==> config.mk <==
export PLATFORM = sky130hd
export DESIGN_NAME = aes_round_sequencer
export DESIGN_NICKNAME = d
export VERILOG_FILES = /design/src/rtl/aes_pkg.sv /design/src/rtl/aes_round_sequencer.sv
export SDC_FILE = /design/constraint.sdc
export NUM_CORES = 1
export LEC_CHECK = 0
export ABC_AREA = 1
export CAP_MARGIN = 10
export CORE_AREA = 2 2 306 308
export DETAILED_ROUTE_END_ITERATION = 8
export DIE_AREA = 0 0 308 310
export PLACE_DENSITY = 0.36
export SLEW_MARGIN = 25
export SYNTH_ARGS = -nofsm -noshare
export SYNTH_HDL_FRONTEND = slang
export SYNTH_SLANG_ARGS = --single-unit
==> constraint.sdc <==
create_clock -name clk -period 2.3 [get_ports clk]
set_input_delay 0.345 -clock clk [delete_from_list [all_inputs] [get_ports clk]]
set_output_delay 0.345 -clock clk [all_outputs]
set_load 0.05 [all_outputs]
==> src/rtl/aes_pkg.sv <==
// Shared constants, FSM state type and round-key index helper for the
// iterative AES-256 round sequencer.
package aes_pkg;

  localparam int unsigned NR      = 14;   // rounds per block (AES-256)
  localparam int unsigned BLOCK_W = 128;  // AES block width
  localparam int unsigned KA_W    = 4;    // round-key address width
  localparam int unsigned RND_W   = 5;    // round counter width, never wraps within a block

  typedef enum logic [1:0] {
    IDLE = 2'd0,
    RUN  = 2'd1,
    DONE = 2'd2
  } seq_state_e;

  // Encryption walks the key schedule upward, decryption walks it downward.
  function automatic logic [KA_W-1:0] rk_index(input logic mode, input logic [RND_W-1:0] rnd);
    logic [RND_W-1:0] idx;
    idx = mode ? rnd : (RND_W'(NR) - rnd);
    return KA_W'(idx);
  endfunction

endpackage

==> src/rtl/aes_round_sequencer.sv <==
// Iterative AES-256 controller. Accepts one block plus mode, runs the shared
// single-round datapath through NR rounds using keys from an external
// expanded-key store, and returns the result over a valid/ready handshake.
// Ports:
//   clk, rst_n            clock, async active-low reset
//   clr                   synchronous abort back to IDLE
//   in_valid/in_ready     input block handshake; in_data, in_enc (1=encrypt)
//   out_valid/out_ready   result handshake; out_data
//   busy                  block in flight
//   rk_addr/rk_data       round-key store read (combinational)
//   rnd_in, rnd_key,      round datapath inputs (state, key, mode,
//   rnd_enc_en,           final-round flag)
//   rnd_f_rnd_en
//   rnd_out               round datapath result
module aes_round_sequencer
  import aes_pkg::*;
#(
  parameter int unsigned ROUND_LAT = 1
) (
  input  logic               clk,
  input  logic               rst_n,
  input  logic               clr,
  input  logic               in_valid,
  output logic               in_ready,
  input  logic [BLOCK_W-1:0] in_data,
  input  logic               in_enc,
  output logic               out_valid,
  input  logic               out_ready,
  output logic [BLOCK_W-1:0] out_data,
  output logic               busy,
  output logic [KA_W-1:0]    rk_addr,
  input  logic [BLOCK_W-1:0] rk_data,
  output logic [BLOCK_W-1:0] rnd_in,
  output logic [BLOCK_W-1:0] rnd_key,
  output logic               rnd_enc_en,
  output logic               rnd_f_rnd_en,
  input  logic [BLOCK_W-1:0] rnd_out
);

  localparam int unsigned LAT_W = (ROUND_LAT < 1) ? 1 : $clog2(ROUND_LAT + 1);

  seq_state_e         state,  state_nxt;
  logic [BLOCK_W-1:0] st,     st_nxt;
  logic               mode,   mode_nxt;
  logic [RND_W-1:0]   rnd,    rnd_nxt;
  logic [LAT_W-1:0]   lat,    lat_nxt;

  // State and datapath registers.
  always_ff @(posedge clk or negedge rst_n) begin
    if (!rst_n) begin
      state <= IDLE;
      st    <= '0;
      mode  <= 1'b0;
      rnd   <= '0;
      lat   <= '0;
    end else begin
      state <= state_nxt;
      st    <= st_nxt;
      mode  <= mode_nxt;
      rnd   <= rnd_nxt;
      lat   <= lat_nxt;
    end
  end

  // Next-state and register update logic; clr overrides every transition.
  always_comb begin
    state_nxt = state;
    st_nxt    = st;
    mode_nxt  = mode;
    rnd_nxt   = rnd;
    lat_nxt   = lat;
    if (clr) begin
      state_nxt = IDLE;
      st_nxt    = '0;
      rnd_nxt   = '0;
      lat_nxt   = '0;
    end else begin
      unique case (state)
        IDLE: begin
          if (in_valid) begin
            // Initial AddRoundKey folded into acceptance.
            st_nxt    = in_data ^ rk_data;
            mode_nxt  = in_enc;
            rnd_nxt   = RND_W'(1);
            lat_nxt   = '0;
            state_nxt = RUN;
          end
        end
        RUN: begin
          if (lat == LAT_W'(ROUND_LAT)) begin
            st_nxt  = rnd_out;
            lat_nxt = '0;
            if (rnd == RND_W'(NR)) begin
              state_nxt = DONE;
            end else begin
              rnd_nxt = rnd + RND_W'(1);
            end
          end else begin
            lat_nxt = lat + LAT_W'(1);
          end
        end
        DONE: begin
          if (out_ready) begin
            state_nxt = IDLE;
          end
        end
        default: state_nxt = IDLE;
      endcase
    end
  end

  // Output decode from the state registers.
  always_comb begin
    in_ready     = (state == IDLE);
    busy         = (state != IDLE);
    out_valid    = (state == DONE);
    out_data     = (state == DONE) ? st : '0;
    // In IDLE the key for the initial AddRoundKey depends on the incoming mode.
    rk_addr      = (state == IDLE) ? rk_index(in_enc, RND_W'(0)) : rk_index(mode, rnd);
    rnd_in       = st;
    rnd_key      = rk_data;
    rnd_enc_en   = mode;
    rnd_f_rnd_en = (state == RUN) && (rnd == RND_W'(NR));
  end

endmodule

==> results of run 1 <==
## metrics by stage
stage | worst slack [ps] | TNS, ps | util (%)
finish | 107 | 0 | 22.6
detailed placement | 193 | 0 | 21.7
global placement | 184 | 0 | 21.7
global route | 1.28 | 0 | 22.5
CTS | -9.24 | -18.0 | 22.5
floorplan | -245 | -5840 | -
## cell families (layout without fill, tap and decap cells)
logic type | count (synthesis) | after routing | share of synthesized area (%)
AOI/OAI and AO/OA | 264 | 264 | 12.1
xor gates and xnor gates | 1 | 1 | 0.0801
adders and majority gates | 2 | 2 | 0.229
buffers and inverters | 482 | 1141 | 22.9
DFF | 137 | 137 | 31.4
other | 0 | 2 | 0
and+or+nand+nor | 828 | 828 | 33.3
## state kept, by name (all words and copies together), names as in the netlist
signal / cells
lat: 1
rnd_in: 128
rnd: 5
state: 2
rnd_enc_en: 1
## layout by cell type, fill, tap and decap left out, drive strengths merged
| cell | Yosys | routed |
|---|---|---|
| clkdlybuf4s50 | 0 | 516 |
| nand2 | 418 | 418 |
| buf | 153 | 322 |
| inv | 269 | 273 |
| nor2 | 269 | 269 |
| o21ai | 260 | 260 |
| dfrtp | 137 | 137 |
| nand3b | 131 | 131 |
| clkbuf | 60 | 20 |
| nand3 | 8 | 8 |
| clkinv | 0 | 5 |
| clkinvlp | 0 | 3 |
| diode | 0 | 2 |
| nand4 | 2 | 2 |
| a21oi | 2 | 2 |
| ha | 2 | 2 |
| xor2 | 1 | 1 |
| o211ai | 1 | 1 |
| o21bai | 1 | 1 |
| bufinv | 0 | 1 |
| dlygate4sd3 | 0 | 1 |
## power by group
| group | internal, mW | total (mW) | switching [mW] |
|---|---|---|---|
| sequential | 2.96 | 3.56 | 0.604 |
| clock | 1.58 | 2.85 | 1.27 |
| combinational | 2.88 | 8.28 | 5.40 |
| total | 7.42 | 14.7 | 7.27 |
## synthesized netlist by cell type
cell      instances  area, sq um
inv_2             2         7.51
buf_6             1         11.3
ha_1              2         25.0
clkbuf_1         60          225
nand3b_1        131          983
nand2_1         415         1560
nand2_2           3         18.8
xor2_1            1         8.76
dfrtp_1         137         3430
o21ai_0         249         1250
nor2_2            2         12.5
inv_4             1         6.26
buf_4           131          983
nor2_1          266          998
nand3_1           8         40.0
nand4_1           2         12.5
o21ai_1          11         55.1
buf_2            10         50.1
a21oi_1           2         10.0
o21bai_1          1         7.51
buf_12           11          220
o211ai_1          1         7.51
nor2_8            1         20.0
inv_1           266          998
## path summary, 6_finish.rpt
path,to,depth (start not counted),startpoint,slack (ps)
hold / removal,rnd_in[19],2,rst_n,470
min in group clk,rnd_enc_en,3,in_enc,470
setup reg to reg,rnd_in[101],10,state[0],440
setup / recovery,rnd_in[2],1,rnd_in[2],110
hold reg to reg,rnd_in[66],2,rnd_in[66],510
max in group asynchronous,rnd[1],3,rst_n,1210
## metal layers
layer  part of all wire [%]  vias up
met5                      0        -
met4                    1.2        0
met3                    6.1       28
met2                     54      402
met1                     39     5769
li1                       -     6438
## timing repair
action                                 4_1_cts  5_1_grt
cloned                                       2        0
pin swaps                                    1        3
hold buffers                                 1        0
resized for setup                           20        6
endpoints found under the hold margin       42        0
setup endpoints to repair                  116       35
buffers inserted                             4        4
## final cells by class
type	instances	area [sq um]
clock inverter	12	115
timing repair inverter	1	8.76
timing repair buffer	839	8760
tap	1197	1500
inverter	269	1030
clock buffer	20	467
fill	10200	71600
multi-input combinational	1095	5540
antenna	2	5.00
sequential	137	3430
==> flow_metrics.env, run 1 <==
export IMPL_status="complete, no violations"
export IMPL_slew_violations=0
export IMPL_total_power_mw=14.7
export IMPL_clk_path_buf_depth=2
export IMPL_clockRootBuffer="clkbuf_16"
export IMPL_routedWlPerCell_um=16.8
export IMPL_cp_data_required_time_ps=1960
export IMPL_setup_viol=0
export IMPL_drtAntennaViolNets=0
export IMPL_post_route_min_period_ps=2190
export IMPL_vias=12600
export IMPL_drc_errors=0
export IMPL_drt_pass1_iter_count=5
export IMPL_worstMarginPinSlew_ps=751
export IMPL_vdd_ir_drop_worst_v=0.000416
export IMPL_powerDensity_nw_per_um2=705
export IMPL_core_sq_um=92500
export IMPL_critical_path_top_delay_family="buffers and inverters"
export IMPL_grt_util_met2_pct=22.7
export IMPL_grt_pass1_wl_um=85300
export IMPL_clock_fmax_mhz=456
export IMPL_placement_io_buffers=782
export IMPL_grt_max_degree=101
export IMPL_wirelength_um=60000
export IMPL_worst_path_buf_inv=1
export IMPL_final_setup_skew_ps=17.4
export IMPL_detailed_place_hpwl_um=48000
export IMPL_syn_inst=1714
export IMPL_ys_warn_count=0
export IMPL_path_cells="clkdlybuf4s50_1"
export IMPL_synth_distinct_cells=24
export IMPL_ios=783
export IMPL_stdcell_count=3572
export IMPL_die_w_um=308
export IMPL_rsz0062_at_grt="false"
export IMPL_worstSetupStartpointType="register"
export IMPL_fin_nets=2752
export IMPL_worstPathMaxFanout=3
export IMPL_dieArea_sq_um=95500
export IMPL_fin_area_sq_um=20900
export IMPL_postSynthAreaPerCell_sq_um=6.38
export IMPL_start_util_pct=11.8
export IMPL_relSlewSlack_pct=49.4
export IMPL_synth_fp_nets=2106
export IMPL_yosysSeqAreaShare_pct=31.4
export IMPL_holdWs_ps=467
export IMPL_die_height_um=310
export IMPL_grt_pass1_vias=12700
export IMPL_gp_congestion=0.820
export IMPL_antenna_found_initial=2
export IMPL_critPathArrivalTime_ps=1850
export IMPL_gr_usage_met3_pct=3.41
export IMPL_clkTransAtPathRegs_ps=60
export IMPL_overflow=0
export IMPL_finalCritPeriodShare_pct=95.3
export IMPL_cap_violations=0
export IMPL_critical_path_class="reg -> out"
export IMPL_grt_busiest_layer="met2"
export IMPL_dpl_cell_area_sq_um=20100
export IMPL_track_usage_pct=12.1
export IMPL_first_iter_violations=558
export IMPL_cts_buffers=17
export IMPL_syn_to_final_growth_pct=90.7
export IMPL_p_leak_nw=9.66
export IMPL_drive_above_1_share_pct=20.7
export IMPL_vias_per_cell=3.54
export IMPL_ys_ff_latch=137
export IMPL_dp_cells=3527
export IMPL_num_rows=112
export IMPL_critPathMaxStageDelay_ps=870
export IMPL_slowest_stage="clkdlybuf4s50_1"
export IMPL_numClockSinks=137
export IMPL_h_tree_depth=4
export IMPL_final_hold_violation_count=0
export IMPL_grt_use_met1_pct=13.6
export IMPL_hold_path_class="in -> async"
export IMPL_crit_path_end_kind="primary output"
export IMPL_clk_latency_ps=470
export IMPL_syn_area_sq_um=10900
export IMPL_cts_tree="done"
(Power assumes the default switching activity.)
==> run 2: changes to the inputs <==
==> constraint.sdc (replaced) <==
create_clock -name clk -period 2.3 [get_ports clk]
set_input_delay 0.69 -clock clk [delete_from_list [all_inputs] [get_ports clk]]
set_output_delay 0.69 -clock clk [all_outputs]
set_load 0.05 [all_outputs]
==> run 2 against run 1 <==
Effect of this change:
- the flow now finishes with violations (negative setup slack)
- register-to-register slack lost 170 ps
- final cell count grew 1.1%
- combinational power grew 8.9%
- largest power group unchanged
- clock power shrank 3%
==> flow_metrics.env, run 2 (synthesis gave the netlist of run 1 again) <==
export IMPL_core_sq_um=92500
export IMPL_worstMarginPinSlew_ps=603
export IMPL_placement_io_buffers=782
export IMPL_hold_path_class="in -> async"
export IMPL_rsz0062_at_grt="true"
export IMPL_cap_violations=0
export IMPL_largest_reg_flops=128
export IMPL_track_usage_pct=13.0
export IMPL_finalCritPeriodShare_pct=110
export IMPL_final_common_cell="nand2_1"
export IMPL_netSwitchingPower_mw=7.68
export IMPL_setup_viol=132
export IMPL_violations="negative setup slack"
export IMPL_r2r_end="rnd_in[56]"
export IMPL_clockRootBuffer="clkbuf_16"
export IMPL_syn_to_final_growth_pct=114
export IMPL_start_util_pct=11.8
export IMPL_vias_per_cell=3.62
export IMPL_relSlewSlack_pct=59.8
export IMPL_grt_pass1_wl_um=90600
export IMPL_numClockSinks=137
export IMPL_reg2reg_depth=7
export IMPL_worstSetupStartpointType="register"
export IMPL_critPathArrivalTime_ps=1840
export IMPL_dpl_cell_area_sq_um=21300
export IMPL_path_cells="nor2_4, inv_8, buf_16, buf_16, nor2_4, buf_12"
export IMPL_fin_nets=2794
export IMPL_p_leak_nw=10.9
export IMPL_ios=783
export IMPL_final_hold_violation_count=0
export IMPL_clock_fmax_mhz=395
export IMPL_powerDensity_nw_per_um2=658
export IMPL_critPathMaxStageDelay_ps=450
export IMPL_final_setup_skew_ps=13.0
export IMPL_num_rows=112
export IMPL_clockPowerShare_pct=18.0
export IMPL_cts_tree="done"
export IMPL_drtAntennaViolNets=0
export IMPL_finalCoreUtilization_pct=25.3
export IMPL_grt_max_degree=54
export IMPL_crit_path_end_kind="primary output"
export IMPL_pwr_share_seq_pct=23.3
export IMPL_vias=13100
export IMPL_critical_path_class="reg -> out"
export IMPL_first_iter_violations=633
export IMPL_status="complete, but fails checks"
export IMPL_startpoint="state[0]"
export IMPL_grt_pass1_vias=13500
export IMPL_drive_above_1_share_pct=26.0
export IMPL_rrSetupSlack_ps=270
export IMPL_r2r_start="state[0]"
export IMPL_dieArea_sq_um=95500
export IMPL_endpoint="out_data[89]"
export IMPL_detailed_place_hpwl_um=51000
export IMPL_clk_latency_ps=460
export IMPL_setup_slack_ps=-231
export IMPL_fillers=10000
export IMPL_routedWlPerCell_um=18.1
export IMPL_h_tree_depth=4
export IMPL_multi_input_area_sq_um=6030
export IMPL_cts_buffers=17
export IMPL_most_common_layout_cells="nand2_1, clkdlybuf4s50_1, inv_1, o21ai_0, buf_12"
export IMPL_drt_pass1_iter_count=5
export IMPL_p_comb_share_pct=58.6
export IMPL_slew_violations=0
export IMPL_seq_area_sq_um=3430
export IMPL_vdd_ir_drop_worst_v=0.000507
export IMPL_clkTransAtPathRegs_ps=60
export IMPL_wirelength_um=65200
export IMPL_slowest_stage="dfrtp_2"
export IMPL_antenna_cells=0
export IMPL_worstPathMaxFanout=8
export IMPL_die_height_um=310
export IMPL_intPower_mw=7.70
export IMPL_drc_errors=0
export IMPL_clk_path_buf_depth=2
export IMPL_die_w_um=308
export IMPL_post_route_min_period_ps=2530
export IMPL_overflow=0
export IMPL_cp_data_required_time_ps=1610
export IMPL_antenna_found_initial=4
export IMPL_switching_share_pct=49.9
export IMPL_fin_area_sq_um=23400
export IMPL_gp_congestion=0.791
-- run 2: repair_timing --
action	CTS	global route
gates resized for setup	298	39
hold buffers	0	0
setup endpoints to repair	184	132
endpoints found under the hold margin	0	0
gates cloned	10	5
setup buffers	15	3
pin swaps	11	8
-- run 2: metal layers --
layer	part of all wire, %	vias up	GRT usage, %
met5	0.067	-	0
met1	38	6105	14.2
met2	55	413	25.1
met3	5.3	35	3.04
li1	-	6516	-
met4	1.4	6	3.09
-- run 2: cell type report --
type                            instances  share of cell area, %
Timing Repair Buffer                  882                   46.3
Multi-Input combinational cell       1095                   25.8
Sequential cell                       137                   14.7
Tap cell                             1197                   6.40
Inverter                              269                   4.39
Clock buffer                           19                   1.89
Clock inverter                         13                  0.519
-- run 2: worst min path at each step --
stage / start / slack (ps) / endpoint
2_1_floorplan: rst_n / 390 / lat
3_3_place_gp: rnd_in[61] / 490 / rnd_in[61]
3_5_place_dp: rnd_in[17] / 500 / rnd_in[17]
4_1_cts: rst_n / 140 / rnd_in[12]
5_1_grt: rst_n / 160 / rnd_in[12]
6_report: rst_n / 170 / rnd_in[12]
-- run 2: worst max-delay path, delay by kind of cell, from the launching register on --
family	cells	cell delay [ps]
buffers and inverters	4	570
flip-flops	1	450
AND/OR/NAND/NOR	2	320
-- run 2: power groups by stage --
| stage | Clock [mW] | Combinational [mW] | Sequential, mW |
|---|---|---|---|
| after global routing | 3.04 | 9.57 | 3.68 |
| final | 2.77 | 9.02 | 3.59 |
| after global placement | 0 | 8.62 | 3.64 |
| after floorplan | 0 | 3.18 | 5.27 |
| after CTS | 2.98 | 9.07 | 3.61 |
| after detailed placement | 0 | 8.62 | 3.65 |
-- run 2: stage by stage --
stage	TNS (ps)	instances	worst slack, ps	total power [mW]	hold slack [ps]
after global routing	-32880	3612	-343	16.3	158
after detailed placement	-2000	3547	-193	12.3	495
after CTS	-29480	3604	-293	15.7	137
after global placement	-1450	3547	-168	12.3	495
final	-20570	3612	-231	15.4	171
after floorplan	-36390	1714	-457	8.44	394
==> run 3: changes to the inputs <==
--- a/config.mk
+++ b/config.mk
@@ -8,6 +8,7 @@
 export ABC_AREA = 1
 export CAP_MARGIN = 10
 export CORE_AREA = 2 2 306 308
+export CTS_CLUSTER_SIZE = 24
 export DETAILED_ROUTE_END_ITERATION = 8
 export DIE_AREA = 0 0 308 310
 export PLACE_DENSITY = 0.36
==> results of run 3 <==
Same layout as run 2: the final DEF is identical, and so are final timing and power.
